`config.mk`:
```
export PLATFORM = sky130hd
export DESIGN_NAME = nic_pe_iface
export DESIGN_NICKNAME = d
export VERILOG_FILES = /design/src/rtl/nic_pe_iface_pkg.sv /design/src/rtl/nic_chan_reg.sv /design/src/rtl/nic_pe_iface.sv
export SDC_FILE = /design/constraint.sdc
export NUM_CORES = 1
export LEC_CHECK = 0
export CORE_MARGIN = 2
export CORE_UTILIZATION = 30
export CTS_BUF_LIST = sky130_fd_sc_hd__clkbuf_4
export DETAILED_ROUTE_END_ITERATION = 8
export PLACE_DENSITY = 0.71
export SLEW_MARGIN = 20
export SYNTH_ARGS = -nofsm -noshare
export SYNTH_HDL_FRONTEND = slang
export SYNTH_SLANG_ARGS = --single-unit
```
`constraint.sdc`:
```
create_clock -name clk -period 9.1 [get_ports clk]
set_input_delay 1.365 -clock clk [delete_from_list [all_inputs] [get_ports clk]]
set_output_delay 1.365 -clock clk [all_outputs]
set_load 0.005 [all_outputs]
```
`src/rtl/nic_pe_iface_pkg.sv`:
```
// Shared constants for the PE network interface: flit width, VC bit position,
// processor register map and packet counter geometry.
package nic_pe_iface_pkg;

    localparam int unsigned FLIT_W     = 64;
    localparam int unsigned PKT_VC_BIT = 63;
    localparam int unsigned ADDR_W     = 2;
    localparam int unsigned CNT_W      = 16;
    localparam int unsigned CNT_LSB    = 32;

    localparam logic [ADDR_W-1:0] NIC_ADDR_IN_DATA  = 2'b00;
    localparam logic [ADDR_W-1:0] NIC_ADDR_IN_STAT  = 2'b01;
    localparam logic [ADDR_W-1:0] NIC_ADDR_OUT_DATA = 2'b10;
    localparam logic [ADDR_W-1:0] NIC_ADDR_OUT_STAT = 2'b11;

endpackage

```
`src/rtl/nic_chan_reg.sv`:
```
// Single-entry flit register with full flag; load wins over clear, although
// the parent never asserts both in one cycle.
module nic_chan_reg
    import nic_pe_iface_pkg::*;
#(
    parameter int unsigned DATA_W = FLIT_W
) (
    input  logic              clk,
    input  logic              reset,
    input  logic              i_load,
    input  logic [DATA_W-1:0] i_data,
    input  logic              i_clear,
    output logic [DATA_W-1:0] o_data,
    output logic              o_full
);

    logic [DATA_W-1:0] r_data;
    logic              r_full;

    always_ff @(posedge clk or posedge reset) begin
        if (reset) begin
            r_data <= '0;
            r_full <= 1'b0;
        end else if (i_load) begin
            r_data <= i_data;
            r_full <= 1'b1;
        end else if (i_clear) begin
            r_full <= 1'b0;
        end
    end

    assign o_data = r_data;
    assign o_full = r_full;

endmodule

```
`src/rtl/nic_pe_iface.sv`:
```
// PE network interface: one injection and one ejection flit register between
// the processor and the router PE port. Optional NIC_PKT_CNT_EN adds tx/rx counters.
module nic_pe_iface
    import nic_pe_iface_pkg::*;
#(
    parameter int unsigned DATA_W = FLIT_W
) (
    input  logic              clk,
    input  logic              reset,
    input  logic [1:0]        addr,
    input  logic [DATA_W-1:0] d_in,
    output logic [DATA_W-1:0] d_out,
    input  logic              nicEn,
    input  logic              nicWrEn,
    output logic              net_so,
    input  logic              net_ro,
    output logic [DATA_W-1:0] net_do,
    input  logic              net_si,
    output logic              net_ri,
    input  logic [DATA_W-1:0] net_di,
    input  logic              net_polarity
);

    localparam int unsigned VC_BIT = DATA_W - 1;

    logic              w_rd;
    logic              w_wr;
    logic              w_inj_load;
    logic              w_inj_xfer;
    logic              w_ej_load;
    logic              w_ej_clear;
    logic [DATA_W-1:0] w_out_buf;
    logic              w_out_full;
    logic [DATA_W-1:0] w_in_buf;
    logic              w_in_full;
    logic [CNT_W-1:0]  w_tx_cnt;
    logic [CNT_W-1:0]  w_rx_cnt;

    assign w_rd = nicEn & ~nicWrEn;
    assign w_wr = nicEn & nicWrEn;

    // A write into a full injection register is dropped, even on its drain edge.
    assign w_inj_load = w_wr & (addr == NIC_ADDR_OUT_DATA) & ~w_out_full;
    assign w_inj_xfer = net_so & net_ro;
    assign w_ej_load  = net_si & net_ri;
    assign w_ej_clear = w_rd & (addr == NIC_ADDR_IN_DATA) & w_in_full;

    nic_chan_reg #(.DATA_W(DATA_W)) u_inj (
        .clk     (clk),
        .reset   (reset),
        .i_load  (w_inj_load),
        .i_data  (d_in),
        .i_clear (w_inj_xfer),
        .o_data  (w_out_buf),
        .o_full  (w_out_full)
    );

    nic_chan_reg #(.DATA_W(DATA_W)) u_ej (
        .clk     (clk),
        .reset   (reset),
        .i_load  (w_ej_load),
        .i_data  (net_di),
        .i_clear (w_ej_clear),
        .o_data  (w_in_buf),
        .o_full  (w_in_full)
    );

    // Only send while the flit's VC plane is in its external phase.
    assign net_so = w_out_full & (w_out_buf[VC_BIT] == net_polarity);
    assign net_do = w_out_buf;
    assign net_ri = ~w_in_full;

`ifdef NIC_PKT_CNT_EN
    logic [CNT_W-1:0] r_tx_cnt;
    logic [CNT_W-1:0] r_rx_cnt;

    always_ff @(posedge clk or posedge reset) begin
        if (reset) begin
            r_tx_cnt <= '0;
            r_rx_cnt <= '0;
        end else begin
            if (w_inj_xfer) r_tx_cnt <= r_tx_cnt + CNT_W'(1);
            if (w_ej_load)  r_rx_cnt <= r_rx_cnt + CNT_W'(1);
        end
    end

    assign w_tx_cnt = r_tx_cnt;
    assign w_rx_cnt = r_rx_cnt;
`else
    assign w_tx_cnt = '0;
    assign w_rx_cnt = '0;
`endif

    always_comb begin
        d_out = '0;
        if (w_rd) begin
            case (addr)
                NIC_ADDR_IN_DATA: d_out = w_in_buf;
                NIC_ADDR_IN_STAT: begin
                    d_out[0]                = w_in_full;
                    d_out[CNT_LSB +: CNT_W] = w_rx_cnt;
                end
                NIC_ADDR_OUT_STAT: begin
                    d_out[0]                = w_out_full;
                    d_out[CNT_LSB +: CNT_W] = w_tx_cnt;
                end
                default: d_out = '0;
            endcase
        end
    end

endmodule

```
==> results of run 1 <==
[cells in the final DEF (no fill, tap or decap)]
cell             count
clkdlybuf4s50_1    266
dfrtp_1            130
mux2_2              79
and2_1              64
mux2_4              49
clkbuf_4            19
clkinv_1             4
buf_4                4
nand2_1              2
nor3_4               2
clkinv_2             2
clkinvlp_4           2
nand2b_4             1
nor2b_4              1
mux2i_1              1
nand3_1              1
o21ai_0              1
and3b_1              1
xnor2_1              1
inv_1                1
inv_6                1
a21o_1               1
o21bai_1             1
bufinv_16            1
[registers in the layout (all words and copies together) (netlist names)]
signal,flops
u_ej.o_data,64
u_ej.o_full,1
u_inj.o_data,64
u_inj.o_full,1
[layout make-up]
cell class              count  area [um^2]
repair buffers            270         2693
well taps                 229        286.5
clock inverters             9        70.07
fillers                  1571         9483
multi-input cells         205         2146
flip-flops and latches    130         3253
clock buffers              19        142.6
inverters                   2        12.51
[layer usage]
metal  global-route usage [%]  vias to the layer above  part of all wire, %
met5                        0                        -                    0
met4                    5.051                        0                  1.3
met3                    6.291                       11                  9.6
met2                    23.81                      168                   50
met1                    15.60                     1834                   39
li1                         -                     1755                    -
[synth_stat cells, types with 2 or more instances]
library cell,n
dfrtp_1,130
mux2_2,79
and2_1,64
mux2_4,49
buf_2,7
clkbuf_1,6
buf_12,5
inv_1,2
nand2_1,2
nor3_4,2
[worst paths after layout]
| check | start | to | slack [ns] |
|---|---|---|---|
| worst max-delay path | addr[0] | d_out[52] | 4.41 |
| worst min-delay path | u_ej.o_data[24] | u_ej.o_data[24] | 0.51 |
| worst max register to register | u_inj.o_full | u_inj.o_data[34] | 7.02 |
| worst min register to register | u_ej.o_data[24] | u_ej.o_data[24] | 0.51 |
| max in group asynchronous | reset | u_inj.o_data[29] | 6.51 |
| min in group asynchronous | reset | u_inj.o_data[21] | 1.30 |
[power groups by stage]
stage | Sequential [mW] | Clock, mW | Combinational, mW
2_1_floorplan | 0.911 | 0 | 0.337
3_3_place_gp | 0.935 | 0 | 0.634
3_5_place_dp | 0.942 | 0 | 0.654
4_1_cts | 0.934 | 0.344 | 0.655
5_1_grt | 0.963 | 0.371 | 0.690
6_report | 0.929 | 0.324 | 0.642
[kinds of logic after synthesis]
kind of cell	count (synthesis)	synth area share, %
AOI/OAI and AO/OA	3	0.3591
buffers and inverters	22	3.299
and+or+nand+nor	72	8.505
xor gates and xnor gates	1	0.1571
DFF	130	58.35
muxes	129	29.33
==> results.txt, run 1 <==
WP data required: 7.74 ns
Synth area leader: dfrtp_1
synth unique cells: 21
number of setup buffers added after CTS: 0
fin crit period: 4.685 ns
EDFF count, synth: 0
post-cts resize count: 0
Final Max Slew Viols: 0
Worst Path Arrival: 3.32 ns
final setup TNS: 0 ns
Crit Path Max Fanout: 64
Mapped Cells: 357
core area: 18090 um^2
max_cap viols: 0
peak supply drop: 0.0001220 V
Post-Layout Cell Count: 864
Power Density: 220.3 nW/um^2
pin count of the biggest net entering global routing: 67
DRT Wirelength: 13360 um
WP depth: 6
final hold vios: 0
worst r2r path cells: 3
cell row count: 49
CTS buffer count: 17
n_diodes: 0
layout cell share with drive strength beyond 1: 25.35%
GRT Total Usage: 14.03%
CP Class: input port to output port
die footprint: 19690 um^2
fin nets: 763
first drt pass iteration count: 4
post-synthesis sequential area ratio: 58.35%
family with the most delay on the worst path: buffers and inverters
Worst-Margin Slew: 1.094 ns
CTS tree: done
crit-path max cell delay: 0.51 ns
GRT overflow: 0
Final WS setup: 4.415 ns
synth-to-layout area growth: 54.31%
placer congestion estimate: 0.7153
status: completed
worst hold slack: 0.5061 ns
HP Class: register to register
IO Count: 267
hold buffers post-CTS: 0
element type at the critical path end: output port
Die Wd: 140.3 um
Int Pwr: 1.401 mW
Warnings, synthesis: 0
startpoint types: input port
root buffer cell: clkbuf_4
leakage: 3.573 nW
placed cell count: 836
chip height: 140.3 um
initial core utilization: 30.83%
Clock Skews: 0.01506 ns
Synth Flop Type: dfrtp_1
Switching Share: 26.07%
DRC violations left: 0
Buf+Inv Stages, Crit Path: 3
Clk Latency, worst-skew pair: 0.51 ns
synthesized area per cell: 15.62 um^2
Post-Syn Area: 5575 um^2
clock-pin slew on the worst setup and hold paths: 0.09 ns
fmax: 0.2134 GHz
Net Count, Synth: 494
crit-path cells: clkdlybuf4s50_1, nand2b_4, nor3_4, buf_4, and2_1, clkdlybuf4s50_1
Total Power: 1.895 mW
FFs w/ async S/R, synth: 100.0%
Starting DRT DRC Count: 97
Worst Hold Depth: 1
period utilisation layout: 51.49%
post-synthesis register bit count: 130
Routed Antenna Nets: 0
top cell type's share of synthesized area: 58.35%
vias in the first global route: 4138
CTS H-tree depth: 4
Final Cell Area: 8603 um^2
HPWL after detailed placement: 9773 um
Vias: 3768
Synth area leaders: dfrtp_1 (58%), mux2_2 (16%), mux2_4 (13%)
wire per inst: 15.47 um
CTS Sinks: 130
vias per cell: 4.361
Worst path slowest cell: clkdlybuf4s50_1
Place WS: 4.408 ns
CTS Buffer Depth: 2
cell repeated most along the worst path: clkdlybuf4s50_1
Worst slew margin: 27.09%
IO buf count: 266
Reg power frac: 49.0%
initial antenna violation count: 0
Layout Utilization: 47.57%
Sw Pwr: 0.4941 mW
Logic pwr share: 33.9%
DP Area: 8391 um^2
RSZ-0062 raised after global routing: false
setup violators final: 0
clock network fraction of design power: 17.1%
first-pass GRT wire length: 21710 um
No activity file was read; power rests on OpenSTA's default activity.
==> inputs of run 2 (changes only) <==
Clock period 9.1 ns to 4.81 ns, I/O delays scaled along.
==> run 2 against run 1 <==
Compared with the run above: global-route usage decreased by 0.17 points; worst hold slack got worse by 0.00084 ns; core utilization increased by 0.39 points; design area increased by 0.81%; clock skew increased by 0.0044 ns; worst setup slack got worse by 3.0 ns; power increased by 94%; final cell count increased by 0.58%; largest power group unchanged.
==> results.txt, run 2 (synthesis gave the netlist of run 1 again) <==
status: completed
HP Class: register to register
multi-input logic area: 2146 um^2 (unchanged)
fmax: 0.2938 GHz
final hold vios: 0 (unchanged)
Starting DRT DRC Count: 63 (-35%)
pin count of the biggest net entering global routing: 103 (+54%)
setup violators final: 0 (unchanged)
GRT Total Usage: 13.86% (-0.17 points)
RSZ-0062 raised after global routing: false
vias in the first global route: 4045 (-2.2%)
final setup TNS: 0 ns (unchanged)
met2 usage: 22.68% (-1.1 points)
initial antenna violation count: 1 (+1)
Routed Antenna Nets: 0 (unchanged)
element type at the critical path end: output port
WP data required: 4.09 ns (-3.65 ns)
Worst-Margin Slew: 0.9625 ns (-0.1312 ns)
first drt pass iteration count: 4 (unchanged)
vias per cell: 4.269 (-2.1%)
GRT overflow: 0 (unchanged)
HPWL after detailed placement: 9547 um (-2.3%)
IO Count: 267 (unchanged)
initial core utilization: 30.83% (unchanged)
Total Power: 3.678 mW (+94%)
wire per inst: 15.26 um (-1.4%)
die footprint: 19690 um^2 (unchanged)
Final Max Slew Viols: 0 (unchanged)
peak supply drop: 0.0002054 V (+68%)
Top Usage Layer GRT: met2
first-pass GRT wire length: 21430 um (-1.3%)
CTS H-tree depth: 4 (unchanged)
number of setup buffers added after CTS: 0 (unchanged)
most frequent cells in the layout: clkdlybuf4s50_1 (266), dfrtp_1 (130), mux2_2 (79)
core area: 18090 um^2 (unchanged)
Vias: 3710 (-1.5%)
Power Density: 424.0 nW/um^2 (+93%)
synth-to-layout area growth: 55.57%
cell row count: 49 (unchanged)
chip height: 140.3 um (unchanged)
commonest non-fill, non-tap cell in the layout: clkdlybuf4s50_1
DRC violations left: 0 (unchanged)
max_cap viols: 0 (unchanged)
startpoint types: input port
IO buf count: 266 (unchanged)
fin crit period: 3.404 ns
fin nets: 763 (unchanged)
Worst slew margin: 35.84% (+8.7 points)
CTS buffer count: 17 (unchanged)
Layout Utilization: 47.96% (+0.39 points)
Clk Latency, worst-skew pair: 0.51 ns (about the same)
met3 Use GR: 6.017% (-0.27 points)
Final WS setup: 1.406 ns (-3.009 ns)
CTS Buffer Depth: 2 (unchanged)
CP Class: input port to output port
Place WS: 1.393 ns (-3.015 ns)
post-cts resize count: 0 (unchanged)
placer congestion estimate: 0.7206 (+0.74%)
met1 usage: 16.22% (+0.61 points)
Worst Path Arrival: 2.68 ns (-0.64 ns)
CTS Sinks: 130 (unchanged)
number of fill cells: 1585 (+0.89%)
Clock Skews: 0.01946 ns (+0.004402 ns)
DRT Wirelength: 13260 um (-0.79%)
Storage cell area: 3253 um^2 (unchanged)
Crit Path Max Fanout: 64 (unchanged)
Die Wd: 140.3 um (unchanged)
clock-pin slew on the worst setup and hold paths: 0.10 ns (about the same)
CTS tree: done
leakage: 3.593 nW (+0.54%)
root buffer cell: clkbuf_4
hold buffers post-CTS: 0 (unchanged)
layout cell share with drive strength beyond 1: 25.67% (+0.31 points)
period utilisation layout: 70.77%
[run 2: layout make-up]
class,instances,share of cell area (%)
clock inverter,15,1.616
inverter,2,0.1443
multi-input combinational,205,24.74
sequential,130,37.51
clock buffer,17,1.471
antenna,1,0.02885
tap,229,3.304
timing repair buffer,270,31.19
[run 2: worst paths after layout]
check                           startpoint                to  slack [ns]  cells after the start
hold / removal             u_ej.o_data[24]   u_ej.o_data[24]        0.51                      1
hold reg to reg            u_ej.o_data[24]   u_ej.o_data[24]        0.51                      1
setup reg to reg               u_ej.o_full   u_ej.o_data[25]        3.06                      3
max in group asynchronous            reset   u_inj.o_data[1]        3.06                      3
min in group asynchronous            reset  u_inj.o_data[23]        0.74                      2
setup / recovery                   addr[0]         d_out[52]        1.41                      6
[run 2: critical path, stage by stage]
cell	delay [ns]
clkdlybuf4s50_1	0.46
nand2b_4	0.19
nor3_4	0.11
buf_4	0.42
and2_1	0.24
clkdlybuf4s50_1	0.52
[run 2: power breakdown]
part | leakage, nW | internal (mW) | switching [mW]
Sequential | 1.54 | 1.53 | 0.226
Clock | 0.132 | 0.303 | 0.411
Combinational | 1.92 | 0.875 | 0.336
Total | 3.59 | 2.70 | 0.973
[run 2: through the flow]
step                instance area (um^2)  hold WS, ns  instances
floorplan                           5575       0.4720        357
global placement                    8403       0.4804        836
detailed placement                  8403       0.4867        836
CTS                                 8671       0.5125        868
global route                        8673       0.5213        869
finish                              8673       0.5053        869
[run 2: layer usage]
metal | vias to the layer above | wire [um]
met1 | 1765 | 5422
met3 | 14 | 1187
met2 | 168 | 6443
met4 | 0 | 205
met5 | - | 0
li1 | 1763 | -
==> inputs of run 3 (changes only) <==
Clock period 4.81 ns to 3.2 ns, I/O delays scaled along.
==> run 3 against run 2 <==
Compared with the run above: worst hold slack worse by 0.011 ns; largest power group unchanged; global-route usage is 0.48 points higher; sequential power up 51%; clock-buffer cell count is 2 higher; sequential share of layout area fell by 0.41 points; highest routed layer unchanged; routed wire length grew 4.4%.
==> results.txt, run 3 (synthesis gave the netlist of run 1 again) <==
final setup TNS: 0 ns (unchanged)
commonest non-fill, non-tap cell in the layout: clkdlybuf4s50_1
GRT Total Usage: 14.34% (+0.48 points)
clock network fraction of design power: 22.1% (+2.7 points)
GRT overflow: 0 (unchanged)
Post-Layout Cell Count: 870 (+0.12%)
first-pass GRT wire length: 22050 um (+2.9%)
Routed Antenna Nets: 0 (unchanged)
Vias: 3764 (+1.5%)
vias per cell: 4.326 (+1.3%)
core area: 18090 um^2 (unchanged)
max_cap viols: 0 (unchanged)
Clk Latency, worst-skew pair: 0.52 ns (about the same)
Final Max Slew Viols: 0 (unchanged)
Sw Pwr: 1.492 mW (+53%)
Layout Utilization: 48.48% (+0.53 points)
first drt pass iteration count: 3 (-1)
initial antenna violation count: 1 (unchanged)
setup violators final: 0 (unchanged)
vias in the first global route: 4129 (+2.1%)
root buffer cell: clkbuf_4
DP Area: 8434 um^2 (+0.37%)
wire per inst: 15.91 um (+4.3%)
number of fill cells: 1561 (-1.5%)
Logic pwr share: 32.1% (-0.8 points)
HPWL after detailed placement: 9944 um (+4.2%)
peak supply drop: 0.0003172 V (+54%)
cell row count: 49 (unchanged)
Die Wd: 140.3 um (unchanged)
number of setup buffers added after CTS: 0 (unchanged)
status: completed
CTS tree: done
fin crit period: 2.732 ns
startpoint types: input port
Switching Share: 25.96% (-0.51 points)
chip height: 140.3 um (unchanged)
Worst Path Arrival: 2.25 ns (-0.43 ns)
clock-pin slew on the worst setup and hold paths: 0.12 ns (+0.02 ns)
pin count of the biggest net entering global routing: 81 (-21%)
Final WS setup: 0.4677 ns (-0.9383 ns)
layout cell share with drive strength beyond 1: 26.41% (+0.74 points)
Worst slew margin: 51.57% (+16 points)
placed cell count: 837 (+0.12%)
RSZ-0062 raised after global routing: false
synth-to-layout area growth: 57.27%
initial core utilization: 30.83% (unchanged)
element type at the critical path end: output port
IO buf count: 266 (unchanged)
fin nets: 764 (+0.13%)
CTS H-tree depth: 4 (unchanged)
Final Cell Area: 8768 um^2 (+1.1%)
worst hold slack: 0.4941 ns (-0.01117 ns)
DRT Wirelength: 13840 um (+4.4%)
Worst-Margin Slew: 0.7265 ns (-0.2360 ns)
CTS Sinks: 130 (unchanged)
IO Count: 267 (unchanged)
CTS Buffer Depth: 2 (unchanged)
Starting DRT DRC Count: 61 (-3.2%)
CP Class: input port to output port
WP data required: 2.72 ns (-1.37 ns)
Int Pwr: 4.257 mW (+57%)
final hold vios: 0 (unchanged)
placer congestion estimate: 0.7772 (+7.9%)
CTS buffer count: 17 (unchanged)
Power Density: 655.8 nW/um^2 (+55%)
Total Power: 5.750 mW (+56%)
Place WS: 0.4532 ns (-0.9396 ns)
die footprint: 19690 um^2 (unchanged)
leakage: 3.631 nW (+1.1%)
Clock Skews: 0.01333 ns (-0.006135 ns)
most frequent cells in the layout: clkdlybuf4s50_1 (266), dfrtp_1 (130), mux2_2 (79)
post-cts resize count: 0 (unchanged)
hold buffers post-CTS: 0 (unchanged)
period utilisation layout: 85.38%
Crit Path Max Fanout: 64 (unchanged)
DRC violations left: 0 (unchanged)
fmax: 0.3660 GHz
HP Class: input port to async pin
Reg power frac: 45.9% (-1.7 points)
[run 3: changes by cell type in the layout (fill, tap and decap cells not counted)]
cell        change
clkinv_1        -4
inv_6           -3
buf_12          +2
buf_4           -2
bufinv_16       +2
clkbuf_4        +2
clkinv_4        +2
buf_6           +1
clkinvlp_4      +1
[run 3: critical path: stages]
cell             delay, ns
clkdlybuf4s50_1       0.47
nand2b_4              0.19
nor3_4                0.15
buf_12                0.25
and2_1                0.18
clkdlybuf4s50_1       0.52
[run 3: area by class of cell]
type | instances | area (um^2) | area share, %
antenna | 1 | 2.502 | 0.02854
sequential | 130 | 3253 | 37.10
clock inverter | 13 | 185.2 | 2.112
timing repair buffer | 271 | 2741 | 31.26
inverter | 2 | 11.26 | 0.1284
tap | 229 | 286.5 | 3.268
clock buffer | 19 | 142.6 | 1.627
multi-input combinational | 205 | 2146 | 24.47
[run 3: final timing paths]
kind                                      start                to  slack, ns  depth (start not counted)
worst min-delay path                      reset    u_ej.o_data[6]       0.49                          3
min in group clk                u_ej.o_data[32]   u_ej.o_data[32]       0.51                          1
worst max register to register     u_inj.o_full  u_inj.o_data[34]       1.56                          3
worst min register to register  u_ej.o_data[32]   u_ej.o_data[32]       0.51                          1
worst max-delay path                    addr[0]         d_out[63]       0.47                          6
max in group asynchronous                 reset   u_ej.o_data[43]       2.16                          3
[run 3: power by group through the flow]
stage / Clock [mW] / Sequential, mW / Combinational, mW
after global routing: 1.41 / 2.73 / 1.98
after detailed placement: 0 / 2.67 / 1.88
after global placement: 0 / 2.65 / 1.82
after floorplan: 0 / 2.59 / 0.958
after CTS: 1.33 / 2.65 / 1.88
final: 1.27 / 2.64 / 1.85
[run 3: per-layer routing]
| layer | up-vias | part of all wire (%) | routed length, um | global-route usage (%) |
|---|---|---|---|---|
| met1 | 1817 | 40 | 5537 | 16.27 |
| met2 | 175 | 49 | 6798 | 24.66 |
| met5 | - | 0 | 0 | 0 |
| met4 | 0 | 1.3 | 175 | 4.253 |
| met3 | 12 | 9.6 | 1328 | 6.085 |
| li1 | 1760 | - | - | - |
